$ cat src/rtl/meter_pkg.sv
`default_nettype none
// +--------------------------------------------------------------------------+
// | meter_pkg                                                                |
// | Shared palette, default geometry and small helpers for the meter panel.  |
// | Revision: 1.0                                                            |
// +--------------------------------------------------------------------------+
package meter_pkg;

  localparam int DEF_N_CH        = 7;
  localparam int DEF_VOL_W       = 3;
  localparam int DEF_HOLD_FRAMES = 30;
  localparam int DEF_ORI_X       = 45;
  localparam int DEF_ORI_Y       = 380;
  localparam int DEF_PITCH       = 90;
  localparam int DEF_BOX_OUT     = 45;
  localparam int DEF_BOX_IN      = 40;
  localparam int DEF_BAR_X0      = 5;
  localparam int DEF_BAR_BASE_Y  = 420;
  localparam int DEF_BAR_W       = 80;
  localparam int DEF_UNIT_H      = 11;

  localparam logic [23:0] WHITE = 24'hFFFFFF;

  // {r, g, b}, indexed by (rot + channel) mod 8
  localparam logic [23:0] PALETTE [8] = '{
    24'hFFC0CB, 24'hFF00FF, 24'h872657, 24'hA020F0,
    24'h9933FA, 24'h87CEEB, 24'h00FFFF, 24'hBDFCC9
  };

  function automatic logic [2:0] rot_step(input logic [2:0] rot);
    logic [5:0] t;
    t = 6'(rot) * 6'd3 + 6'd5;
    return t[2:0];
  endfunction

  // a - b, with a negative result clamped to zero
  function automatic logic [12:0] sub_clamp(input logic [12:0] a, input logic [12:0] b);
    logic [13:0] d;
    d = {1'b0, a} - {1'b0, b};
    return d[13] ? 13'd0 : d[12:0];
  endfunction

endpackage
`default_nettype wire

$ cat src/rtl/channel_meter_panel_if.sv
`default_nettype none
// +--------------------------------------------------------------------------+
// | meter_if                                                                 |
// | Pixel-pipeline and control signals of the channel meter panel.           |
// | Revision: 1.0                                                            |
// +--------------------------------------------------------------------------+
interface meter_if #(
  parameter int N_CH  = 7,
  parameter int VOL_W = 3
);
  localparam int SEL_W = $clog2(N_CH + 1);

  logic                    frame_start;
  logic [11:0]             CounterX;
  logic [11:0]             CounterY;
  logic [N_CH-1:0]         play;
  logic [N_CH*VOL_W-1:0]   vol_i;
  logic [SEL_W-1:0]        sel;
  logic                    peak_en;
  logic [7:0]              o_r;
  logic [7:0]              o_g;
  logic [7:0]              o_b;

  modport master (
    output frame_start, CounterX, CounterY, play, vol_i, sel, peak_en,
    input  o_r, o_g, o_b
  );

  modport slave (
    input  frame_start, CounterX, CounterY, play, vol_i, sel, peak_en,
    output o_r, o_g, o_b
  );
endinterface
`default_nettype wire

$ cat src/rtl/meter_peak_tracker.sv
`default_nettype none
// +--------------------------------------------------------------------------+
// | meter_peak_tracker                                                       |
// | One channel's frame-latched volume and peak-hold/decay state.            |
// | Revision: 1.0                                                            |
// +--------------------------------------------------------------------------+
module meter_peak_tracker #(
  parameter int VOL_W       = 3,
  parameter int HOLD_FRAMES = 30
) (
  input  wire logic             clk,
  input  wire logic             reset,
  input  wire logic             i_tick,
  input  wire logic             i_play,
  input  wire logic [VOL_W-1:0] i_vol,
  output logic      [VOL_W-1:0] o_disp,
  output logic      [VOL_W-1:0] o_peak
);
  localparam int HOLD_W = $clog2(HOLD_FRAMES + 1);

  logic [VOL_W-1:0]  r_disp;
  logic [VOL_W-1:0]  r_peak;
  logic [HOLD_W-1:0] r_hold;
  logic [VOL_W-1:0]  w_peak_dec;

  // only reached when peak > vol, so peak - 1 cannot wrap
  assign w_peak_dec = r_peak - 1'b1;

  always_ff @(posedge clk or negedge reset) begin
    if (!reset) begin
      r_disp <= '0;
      r_peak <= '0;
      r_hold <= '0;
    end else if (i_tick) begin
      if (!i_play) begin
        r_disp <= '0;
        r_peak <= '0;
        r_hold <= '0;
      end else begin
        r_disp <= i_vol;
        if (i_vol >= r_peak) begin
          r_peak <= i_vol;
          r_hold <= HOLD_W'(HOLD_FRAMES);
        end else if (r_hold != '0) begin
          r_hold <= r_hold - 1'b1;
        end else begin
          r_peak <= (w_peak_dec > i_vol) ? w_peak_dec : i_vol;
        end
      end
    end
  end

  assign o_disp = r_disp;
  assign o_peak = r_peak;
endmodule
`default_nettype wire

$ cat src/rtl/channel_meter_panel.sv
`default_nettype none
// +--------------------------------------------------------------------------+
// | channel_meter_panel                                                      |
// | Lower-screen VGA overlay: per-channel box ring, volume bar, peak marker. |
// | Revision: 1.0                                                            |
// +--------------------------------------------------------------------------+
module channel_meter_panel
  import meter_pkg::*;
#(
  parameter int N_CH        = DEF_N_CH,
  parameter int VOL_W       = DEF_VOL_W,
  parameter int HOLD_FRAMES = DEF_HOLD_FRAMES,
  parameter int ORI_X       = DEF_ORI_X,
  parameter int ORI_Y       = DEF_ORI_Y,
  parameter int PITCH       = DEF_PITCH,
  parameter int BOX_OUT     = DEF_BOX_OUT,
  parameter int BOX_IN      = DEF_BOX_IN,
  parameter int BAR_X0      = DEF_BAR_X0,
  parameter int BAR_BASE_Y  = DEF_BAR_BASE_Y,
  parameter int BAR_W       = DEF_BAR_W,
  parameter int UNIT_H      = DEF_UNIT_H
) (
  input wire logic clk,
  input wire logic reset,
  meter_if.slave   bus
);
  localparam int SEL_W = $clog2(N_CH + 1);
  localparam logic [12:0] C_OY     = 13'(ORI_Y);
  localparam logic [12:0] C_BOUT   = 13'(BOX_OUT);
  localparam logic [12:0] C_BIN    = 13'(BOX_IN);
  localparam logic [12:0] C_BASE   = 13'(BAR_BASE_Y);
  localparam logic [12:0] C_UNIT   = 13'(UNIT_H);
  localparam logic [12:0] C_BARW   = 13'(BAR_W);
  localparam logic [12:0] C_SEL_LO = 13'(ORI_Y + BOX_OUT);

  logic [2:0]      r_rot;
  logic [12:0]     w_x;
  logic [12:0]     w_y;
  logic            w_y_out;
  logic            w_y_in;
  logic            w_y_sel;
  logic [N_CH-1:0] w_ring;
  logic [N_CH-1:0] w_bar;
  logic [N_CH-1:0] w_pk;
  logic [N_CH-1:0] w_sel;
  logic [23:0]     w_pix;

  always_ff @(posedge clk or negedge reset) begin
    if (!reset)               r_rot <= 3'd0;
    else if (bus.frame_start) r_rot <= rot_step(r_rot);
  end

  assign w_x = {1'b0, bus.CounterX};
  assign w_y = {1'b0, bus.CounterY};

  // vertical windows are common to every channel
  assign w_y_out = (w_y + C_BOUT >= C_OY) && (w_y <= C_OY + C_BOUT);
  assign w_y_in  = (w_y + C_BIN  >= C_OY) && (w_y <= C_OY + C_BIN);
  assign w_y_sel = (w_y >= C_SEL_LO) && (w_y <= C_SEL_LO + 13'd5);

  for (genvar g = 0; g < N_CH; g++) begin : g_ch
    localparam logic [12:0] C_CX = 13'(ORI_X + g * PITCH);
    localparam logic [12:0] C_BX = 13'(BAR_X0 + g * PITCH);

    logic [VOL_W-1:0] w_disp;
    logic [VOL_W-1:0] w_peak;
    logic [12:0]      w_bar_top;
    logic [12:0]      w_pk_top;
    logic             w_x_out;
    logic             w_x_in;
    logic             w_x_bar;

    meter_peak_tracker #(
      .VOL_W       (VOL_W),
      .HOLD_FRAMES (HOLD_FRAMES)
    ) u_trk (
      .clk    (clk),
      .reset  (reset),
      .i_tick (bus.frame_start),
      .i_play (bus.play[g]),
      .i_vol  (bus.vol_i[g*VOL_W +: VOL_W]),
      .o_disp (w_disp),
      .o_peak (w_peak)
    );

    assign w_bar_top = sub_clamp(C_BASE, C_UNIT * 13'(w_disp));
    assign w_pk_top  = sub_clamp(C_BASE, C_UNIT * 13'(w_peak));
    assign w_x_out   = (w_x + C_BOUT >= C_CX) && (w_x <= C_CX + C_BOUT);
    assign w_x_in    = (w_x + C_BIN  >= C_CX) && (w_x <= C_CX + C_BIN);
    assign w_x_bar   = (w_x >= C_BX) && (w_x <= C_BX + C_BARW);

    assign w_ring[g] = bus.play[g] && w_x_out && w_y_out && !(w_x_in && w_y_in);
    assign w_bar[g]  = bus.play[g] && (w_disp != '0) && w_x_bar
                       && (w_y >= w_bar_top) && (w_y <= C_BASE);
    assign w_pk[g]   = bus.peak_en && bus.play[g] && (w_peak != '0) && w_x_bar
                       && ((w_y == w_pk_top) || (w_y == w_pk_top + 13'd1));
    assign w_sel[g]  = (bus.sel == SEL_W'(g + 1)) && w_x_out && w_y_sel;
  end

  // later channels and later layers overwrite earlier ones
  always_comb begin
    w_pix = 24'h0;
    for (int i = 0; i < N_CH; i++) begin
      if (w_ring[i] || w_bar[i]) w_pix = PALETTE[r_rot + 3'(i)];
      if (w_pk[i] || w_sel[i])   w_pix = WHITE;
    end
  end

  always_ff @(posedge clk or negedge reset) begin
    if (!reset) begin
      bus.o_r <= 8'd0;
      bus.o_g <= 8'd0;
      bus.o_b <= 8'd0;
    end else begin
      bus.o_r <= w_pix[23:16];
      bus.o_g <= w_pix[15:8];
      bus.o_b <= w_pix[7:0];
    end
  end
endmodule
`default_nettype wire
$ cat src/flat_wrapper.sv
// flat-port wrapper written by rule: the top's interface ports become plain ports
module channel_meter_panel_flat import meter_pkg::*;
#(
  parameter int N_CH        = DEF_N_CH,
  parameter int VOL_W       = DEF_VOL_W,
  parameter int HOLD_FRAMES = DEF_HOLD_FRAMES,
  parameter int ORI_X       = DEF_ORI_X,
  parameter int ORI_Y       = DEF_ORI_Y,
  parameter int PITCH       = DEF_PITCH,
  parameter int BOX_OUT     = DEF_BOX_OUT,
  parameter int BOX_IN      = DEF_BOX_IN,
  parameter int BAR_X0      = DEF_BAR_X0,
  parameter int BAR_BASE_Y  = DEF_BAR_BASE_Y,
  parameter int BAR_W       = DEF_BAR_W,
  parameter int UNIT_H      = DEF_UNIT_H
)
  (clk, reset, bus_frame_start, bus_CounterX, bus_CounterY, bus_play, bus_vol_i, bus_sel, bus_peak_en, bus_o_r, bus_o_g, bus_o_b);
  meter_if #(.N_CH(N_CH), .VOL_W(VOL_W)) bus_i ();
  input wire logic clk;
  input wire logic reset;
  input wire logic [$bits(bus_i.frame_start)-1:0] bus_frame_start;
  input wire logic [$bits(bus_i.CounterX)-1:0] bus_CounterX;
  input wire logic [$bits(bus_i.CounterY)-1:0] bus_CounterY;
  input wire logic [$bits(bus_i.play)-1:0] bus_play;
  input wire logic [$bits(bus_i.vol_i)-1:0] bus_vol_i;
  input wire logic [$bits(bus_i.sel)-1:0] bus_sel;
  input wire logic [$bits(bus_i.peak_en)-1:0] bus_peak_en;
  output wire logic [$bits(bus_i.o_r)-1:0] bus_o_r;
  output wire logic [$bits(bus_i.o_g)-1:0] bus_o_g;
  output wire logic [$bits(bus_i.o_b)-1:0] bus_o_b;
  assign bus_i.frame_start = bus_frame_start;
  assign bus_i.CounterX = bus_CounterX;
  assign bus_i.CounterY = bus_CounterY;
  assign bus_i.play = bus_play;
  assign bus_i.vol_i = bus_vol_i;
  assign bus_i.sel = bus_sel;
  assign bus_i.peak_en = bus_peak_en;
  assign bus_o_r = bus_i.o_r;
  assign bus_o_g = bus_i.o_g;
  assign bus_o_b = bus_i.o_b;
  channel_meter_panel #(.N_CH(N_CH), .VOL_W(VOL_W), .HOLD_FRAMES(HOLD_FRAMES), .ORI_X(ORI_X), .ORI_Y(ORI_Y), .PITCH(PITCH), .BOX_OUT(BOX_OUT), .BOX_IN(BOX_IN), .BAR_X0(BAR_X0), .BAR_BASE_Y(BAR_BASE_Y), .BAR_W(BAR_W), .UNIT_H(UNIT_H)) u_core (.clk(clk), .reset(reset), .bus(bus_i));
endmodule
$ cat config.mk
export PLATFORM = sky130hd
export DESIGN_NAME = channel_meter_panel_flat
export DESIGN_NICKNAME = d
export VERILOG_FILES = /design/src/rtl/meter_pkg.sv /design/src/rtl/channel_meter_panel_if.sv /design/src/rtl/meter_peak_tracker.sv /design/src/rtl/channel_meter_panel.sv /design/src/flat_wrapper.sv
export SDC_FILE = /design/constraint.sdc
export NUM_CORES = 1
export LEC_CHECK = 0
export ABC_AREA = 1
export BUFFER_PORTS_ARGS = -buffer_cell sky130_fd_sc_hd__buf_4
export CORE_UTILIZATION = 34
export CTS_CLUSTER_DIAMETER = 40
export DETAILED_ROUTE_END_ITERATION = 8
export GPL_TIMING_DRIVEN = 0
export SLEW_MARGIN = 10
export SYNTH_ARGS = -nofsm -noshare
export SYNTH_HDL_FRONTEND = slang
export SYNTH_SLANG_ARGS = --single-unit
$ cat constraint.sdc
create_clock -name clk -period 4.3 [get_ports clk]
set_clock_uncertainty 0.05 [all_clocks]
set_input_delay 0.86 -clock clk [delete_from_list [all_inputs] [get_ports clk]]
set_output_delay 0.86 -clock clk [all_outputs]
set_load 0.05 [all_outputs]
* Word level (Yosys, flattened, before mapping)
Memories as Yosys holds them, arrays and structs flattened.
Index checks and enable logic that the tools add are counted.
** Operators by class
- Add/subtract/negate cells :: 46
- Multiply operators :: 15
- Divide/modulo/power cells :: 0
- Order comparisons :: 69
- Equal/unequal tests :: 35
- Shift-type cells :: 0
- Mux-type cells :: 98
- Bitwise logic cells :: 7
- Reductions and logical operators :: 185
** Operators with widths (count)
- two-way mux 24 bit :: 28
- equality test 12 x 13 -> 1 bit :: 14
- two-way mux 13 bit :: 14
- subtractor 9 x 7 -> 10 bit (first input constant) :: 14
- logical AND 1 bit :: 122
- less-or-equal comparator 12 x 9 -> 1 bit (second input constant) :: 9
- two-way mux 3 bit :: 35
- two-way mux 5 bit :: 21
- >= comparator 13 x 9 -> 1 bit (second input constant) :: 8
- multiplier 4 x 3 -> 7 bit (first input constant) :: 14
- adder 13 x 1 -> 13 bit (second input constant) :: 7
- >= comparator 12 x 13 -> 1 bit :: 7
- adder 12 x 6 -> 13 bit (second input constant) :: 4
- >= comparator 13 x 8 -> 1 bit (second input constant) :: 4
- >= comparator 12 x 9 -> 1 bit (second input constant) :: 4
- less-or-equal comparator 12 x 10 -> 1 bit (second input constant) :: 4
- nonzero test 3 bit :: 14
- nonzero test 5 bit :: 7
- subtractor 5 x 1 -> 5 bit (second input constant) :: 7
- >= comparator 4 bit (second input constant) :: 7
- NOT 3 -> 4 bit :: 7
- AND reduction 2 bit :: 14
- >= comparator 13 x 10 -> 1 bit (second input constant) :: 2
- >= comparator 13 x 6 -> 1 bit (second input constant) :: 2
- 20 further kinds :: 86
** Word-level totals
- Bits in registers :: 104
- Bits in latches :: 0
- RAM bits :: 0
- Bits in read-only memories :: 1344
- Input port bits :: 59
- Output and inout port bits :: 24
- Memories kept :: 7
** Memory list
- (name not given) :: depth 8, width 24, rd ports 1, clocked after Yosys merged registers in 0, write ports 0, RTL line channel_meter_panel.sv:104 : if (w_ring[i] || w_bar[i]) w_pix = PALETTE[r_rot + 3'(i)];
- (name not given) :: depth 8, width 24, rd ports 1, clocked after Yosys merged registers in 0, write ports 0, RTL line channel_meter_panel.sv:104
- (name not given) :: depth 8, width 24, rd ports 1, clocked after Yosys merged registers in 0, write ports 0, RTL line channel_meter_panel.sv:104
- (name not given) :: depth 8, width 24, rd ports 1, clocked after Yosys merged registers in 0, write ports 0, RTL line channel_meter_panel.sv:104
- (name not given) :: depth 8, width 24, rd ports 1, clocked after Yosys merged registers in 0, write ports 0, RTL line channel_meter_panel.sv:104
- (name not given) :: depth 8, width 24, rd ports 1, clocked after Yosys merged registers in 0, write ports 0, RTL line channel_meter_panel.sv:104
- +1 memories

* Logic depth before layout (Yosys ltp)
- Depth in word-level cells :: 21
- Depth in mapped cells :: 34
- Depth with buffers taken out :: 34

* Cells and area by module
From an unflattened synthesis, not the netlist that was laid out.
** Second synthesis, totals
- Cell total of the unflattened synthesis :: 3032
- Area, all modules :: 18437.7 um^2
** Modules (own cells, without submodules)
- channel_meter_panel :: instances 1, cells each 2283, area each 13147.6 um^2, sequential area each 625.6 um^2
- meter_peak_tracker :: instances 7, cells each 107, area each 755.7 um^2, sequential area each 275.3 um^2

* Worst setup path before layout
No wires, ideal clock.
- Kind :: reg-to-reg
- From :: register u_core.g_ch[6].u_trk.r_disp[2]
- To :: register u_core.bus.o_b[0]
- Library setup time :: 127 ps
- Arrival time :: 3521 ps
- Slack :: 602 ps
- Stages on the path, launching flop included :: 20
- Path buffers :: 1
- Cells stage by stage :: dfrtp_1 > inv_1 > ha_1 > inv_1 > ha_1 > a211o_1 > a21oi_1 > o21bai_1 > ha_1 > nand2_1 > or4_1 > o221ai_1 > nand3_1 > nand2_2 > inv_1 > buf_2 > a21oi_1 > o21ai_0 > a21oi_1 > a21oi_1
** Between the ends
- Word-level cells in the longest chain between the ends :: 9
- Elaborated cells between the ends (all ways) :: 12
** RTL lines
- from (decl) :: RTL line meter_peak_tracker.sv:21 : logic [VOL_W-1:0] r_disp;
- from (signal assigned) :: RTL line meter_peak_tracker.sv:40 : r_disp <= i_vol;
- multiplier 4 x 3 -> 7 bit :: RTL line channel_meter_panel.sv:86 : assign w_bar_top = sub_clamp(C_BASE, C_UNIT * 13'(w_disp));
- subtractor 9 x 7 -> 10 bit :: RTL line meter_pkg.sv:39 : d = {1'b0, a} - {1'b0, b};
- two-way mux 13 bit :: RTL line meter_pkg.sv:40 : return d[13] ? 13'd0 : d[12:0];
- >= comparator 12 x 13 -> 1 bit :: RTL line channel_meter_panel.sv:94 : && (w_y >= w_bar_top) && (w_y <= C_BASE);
- logical AND 1 bit * (2 in series) :: RTL line channel_meter_panel.sv:94
- logical OR 1 bit * :: RTL line channel_meter_panel.sv:104
- two-way mux 24 bit * :: RTL line channel_meter_panel.sv:104
- two-way mux 24 bit * :: RTL line channel_meter_panel.sv:105 : if (w_pk[i] || w_sel[i]) w_pix = WHITE;
- named net u_core.w_pix[0] :: RTL line channel_meter_panel.sv:46 : logic [23:0] w_pix;
- to (signal assigned) :: RTL line channel_meter_panel.sv:117 : bus.o_b <= w_pix[7:0];
- to (decl) :: RTL line channel_meter_panel_if.sv:31 : output o_r, o_g, o_b
Mark *: on every way through the listed nets, which the timed path passes. The rest lies on a longest branch.
A chain may end at the register's enable or synchronous reset.

* Worst setup path in the final report
- From :: register u_core.g_ch[3].u_trk.r_disp[1]
- To :: register u_core.bus.o_b[1]
** Between the ends
- Word-level cells in the longest chain between the ends :: 15
- Elaborated cells between the ends (all ways) :: 18
** RTL lines (RTL line)
- from (decl) :: meter_peak_tracker.sv:21
- from (signal assigned) :: meter_peak_tracker.sv:40
- multiplier 4 x 3 -> 7 bit :: channel_meter_panel.sv:86
- subtractor 9 x 7 -> 10 bit :: meter_pkg.sv:39
- two-way mux 13 bit :: meter_pkg.sv:40
- >= comparator 12 x 13 -> 1 bit :: channel_meter_panel.sv:94
- logical AND 1 bit * (2 in series) :: channel_meter_panel.sv:94
- logical OR 1 bit * :: channel_meter_panel.sv:104
- two-way mux 24 bit * :: channel_meter_panel.sv:104
- two-way mux 24 bit * :: channel_meter_panel.sv:105
- two-way mux 24 bit * :: channel_meter_panel.sv:104
- two-way mux 24 bit * :: channel_meter_panel.sv:105
- two-way mux 24 bit * :: channel_meter_panel.sv:104
- two-way mux 24 bit * :: channel_meter_panel.sv:105
- two-way mux 24 bit * :: channel_meter_panel.sv:104
- two-way mux 24 bit * :: channel_meter_panel.sv:105
- named net u_core.w_pix[1] :: channel_meter_panel.sv:46
Marked as above.

==> flow_summary.yaml <==
status:
  status: "finished, final reports clean"
synthesis:
  synth_nets: 3216
  yosysUniqueCellTypes: 71
  async_flop_share: 1.00
  syn_avg_cell_area_sq_um: 6.30
  ys_ff_latch: 102
  syn_inst: 2880
  synth_edf_count: 0
  yosysWarnings: 0
  synth-seq-area-share: 0.141
  ys.flop_type: "dfrtp_1"
  synth_area_sq_um: 18100
timing:
  slew_headroom: 0.242
  setup_tns_ns: 0
  min_period_over_period: 0.963
  fin_ws_ns: 0.158
  rsz0062_at_grt: "yes"
  worstMarginPinSlew_ns: 1.14
  final.min_clock_period_ns: 4.14
  hold_viol: 0
  fmax_ghz: 0.241
  slew_viol_final: 0
  final-setup-viol-count: 0
detailed_routing:
  wirelength_um: 62600
  postRouteAntennaNets: 0
  drt_iter0_markers: 1736
  route.met3.wl_um: 4260
  wire_per_inst_um: 17.0
  top_layer_used: "met4"
  met1_length_um: 28900
  wl_met2_um: 27400
  viasPerCell: 5.24
  dr.pass1.iters: 6
  routed-via-count: 19300
  drc: 0
die:
  fp.dieArea_sq_um: 54300
  die_w_um: 233
  std_cell_rows: 84
  initial_core_util: 0.344
  pin_count: 83
  fp.dieH_um: 233
  core-area_sq_um: 52700
worst_setup_path:
  cp-start-kind: "flip-flop"
  rr_endpoint: "u_core.bus.o_b[1]$_DFF_PN0_"
  arrival_ns: 4.38
  crit_required_ns: 4.54
  slowest_delay_ns: 0.41
  cp-end-kind: "flip-flop"
  critPathMostFrequentCell: "nand2_1"
  reg2reg_from: "u_core.g_ch[3].u_trk.o_disp[1]$_DFFE_PN0P_"
  r2r_setup_slack_ns: 0.16
  cp_slowest_cell: "dfrtp_2"
  crit_start: "u_core.g_ch[3].u_trk.o_disp[1]$_DFFE_PN0P_"
  crit_fanout: 10
  r2r_cells: 25
  worst-setup-path-type: "reg -> reg"
pwr:
  power_switching_mw: 6.90
  intPower_mw: 4.79
  vdd_drop_max_mv: 0.231
  power_frac_clock: 0.074
  comb_power_share: 0.791
  power_mw: 11.7
  power_density_nw_per_um2: 577
  seqPwrFrac: 0.135
  power.leakage_nw: 10.5
  switching_share: 0.590
clock_tree:
  htree_levels: 3
  clockBufferDepth: 2
  cts_tree: "done"
  cts_buffers: 9
  cts_root_buffer: "clkbuf_16"
  cts_sinks: 102
  insertion_delay_ns: 0.40
  clkTransAtPathRegs_ns: 0.08
place:
  portBuffers: 76
  place_ws_ns: -0.434
  dp_hpwl_um: 48500
  placedInstanceArea_sq_um: 19600
  place_inst: 3645
  routabilityCongestion: 0.983
finish:
  mostFrequentLayoutCells: "nand2_1 (731), inv_1 (403), ha_1 (273), nor2_1 (248), nand3_1 (218)"
  antennaDiodeCount: 0
  nNetsFinal: 3326
  instances_no_fill: 3683
  fin_area_sq_um: 20300
  drive_above_1_share: 0.111
  area.growth.synth_to_final_pct: 11.8
  layout_commonest_cell: "nand2_1"
global_routing:
  grt_pass1_wl_um: 97200
  antenna_found_initial: 0
  grt-ovfl-total: 0
  grt_max_degree: 63
  grt_pass1_vias: 17800
  track_usage: 0.229
job:
  cap_violations: 0
min_path:
  worstHoldPathType: "in -> async"
==> timing repair <==
action	4_1_cts	5_1_grt
pin swaps	1	10
cloned	0	1
setup buffers	2	19
resized for setup	8	65
endpoints found under the setup margin	17	22
hold buffers	0	0
==> per-layer routing <==
layer / vias to the layer above / track usage
li1: 9686 / -
met1: 8843 / 0.315
met2: 651 / 0.362
met3: 114 / 0.0304
met4: 0 / 0.0858
met5: - / 0
==> stage by stage <==
| step | hold WS (ns) | util |
|---|---|---|
| finish | 0.325 | 0.385 |
| global route | 0.355 | 0.385 |
| CTS | 0.321 | 0.379 |
| detailed placement | 0.505 | 0.372 |
| global placement | 0.496 | 0.372 |
| floorplan | 0.468 | - |
==> worst max-delay path, delay by kind of cell (launching register included) <==
family,cells,cell delay [ns]
flip-flops,1,0.41
AND/OR/NAND/NOR,11,1.11
XOR/XNOR,1,0.16
buffers and inverters,3,0.33
AO/OA/AOI/OAI,7,1.06
adder cells (fa/ha/maj),3,0.88
==> layout make-up <==
type	instances	area, sq um
multi-input cells	2276	13700
plain buffers	55	339
repair buffers	98	759
fillers	5762	32400
inverters	448	1700
well taps	688	861
clock inverters	7	70.1
clock buffers	9	225
flip-flops and latches	102	2570
==> cell usage after synthesis, types with 4 or more instances <==
cell / n / share of area
nand2_1: 738 / 0.15
inv_1: 405 / 0.084
ha_1: 276 / 0.19
nor2_1: 251 / 0.052
nand3_1: 221 / 0.061
a21oi_1: 139 / 0.038
o21ai_0: 131 / 0.036
xor2_1: 105 / 0.051
dfrtp_1: 102 / 0.14
nor3_1: 54 / 0.015
nand4_1: 51 / 0.018
inv_2: 38 / 0.0079
o22ai_1: 32 / 0.011
xnor2_1: 30 / 0.014
o211ai_1: 26 / 0.011
nand2_2: 22 / 0.0076
clkbuf_1: 19 / 0.0039
o21ai_1: 16 / 0.0044
buf_2: 15 / 0.0041
nor2_2: 15 / 0.0052
nand3b_1: 12 / 0.0050
nor4_1: 12 / 0.0041
buf_4: 11 / 0.0046
nor2_4: 11 / 0.0068
o31ai_1: 11 / 0.0046
a211oi_1: 10 / 0.0041
o32ai_1: 9 / 0.0043
a31oi_1: 8 / 0.0028
buf_6: 8 / 0.0050
or2_2: 8 / 0.0028
nand2_4: 6 / 0.0037
a2111oi_0: 5 / 0.0024
a211o_1: 5 / 0.0024
o21a_1: 5 / 0.0021
o21bai_1: 5 / 0.0021
a21oi_2: 4 / 0.0019
nor3_2: 4 / 0.0022
o2111ai_1: 4 / 0.0019
o21ai_2: 4 / 0.0019
==> power by group through the flow <==
stage          Combinational [mW]  Clock, mW  Sequential, mW
2_1_floorplan                7.04          0            1.51
3_3_place_gp                 8.93          0            1.58
3_5_place_dp                 8.96          0            1.58
4_1_cts                      9.02      0.913            1.57
5_1_grt                      10.5      0.935            1.63
6_report                     9.25      0.862            1.58
==> kinds of logic after synthesis <==
logic type / count (synthesis) / share of synthesized area
AND/OR/NAND/NOR: 1422 / 0.344
buffers and inverters: 503 / 0.111
AO/OA/AOI/OAI: 438 / 0.145
adder cells (fa/ha/maj): 277 / 0.191
XOR/XNOR: 138 / 0.0679
flip-flops: 102 / 0.141
==> state kept, by name, indices dropped and copies added, names as in the netlist <==
signal                    count
u_core.bus.o_b                8
u_core.bus.o_g                7
u_core.bus.o_r                7
u_core.g_ch.u_trk.o_disp     21
u_core.g_ch.u_trk.o_peak     21
u_core.g_ch.u_trk.r_hold     35
u_core.r_rot                  3
==> how the worst max path moves through the flow <==
| stage | to | slack [ns] | cells after the start |
|---|---|---|---|
| CTS | u_core.bus.o_g[1]$_DFF_PN0_ | 0.004 | 28 |
| finish | u_core.bus.o_b[1]$_DFF_PN0_ | 0.16 | 25 |
| detailed placement | u_core.bus.o_r[2]$_DFF_PN0_ | -0.43 | 18 |
| global route | u_core.bus.o_b[1]$_DFF_PN0_ | -0.05 | 25 |
| floorplan | u_core.bus.o_b[0]$_DFF_PN0_ | 0.60 | 19 |
| global placement | u_core.bus.o_b[1]$_DFF_PN0_ | -0.49 | 21 |
No activity file was read; power rests on OpenSTA's default activity.
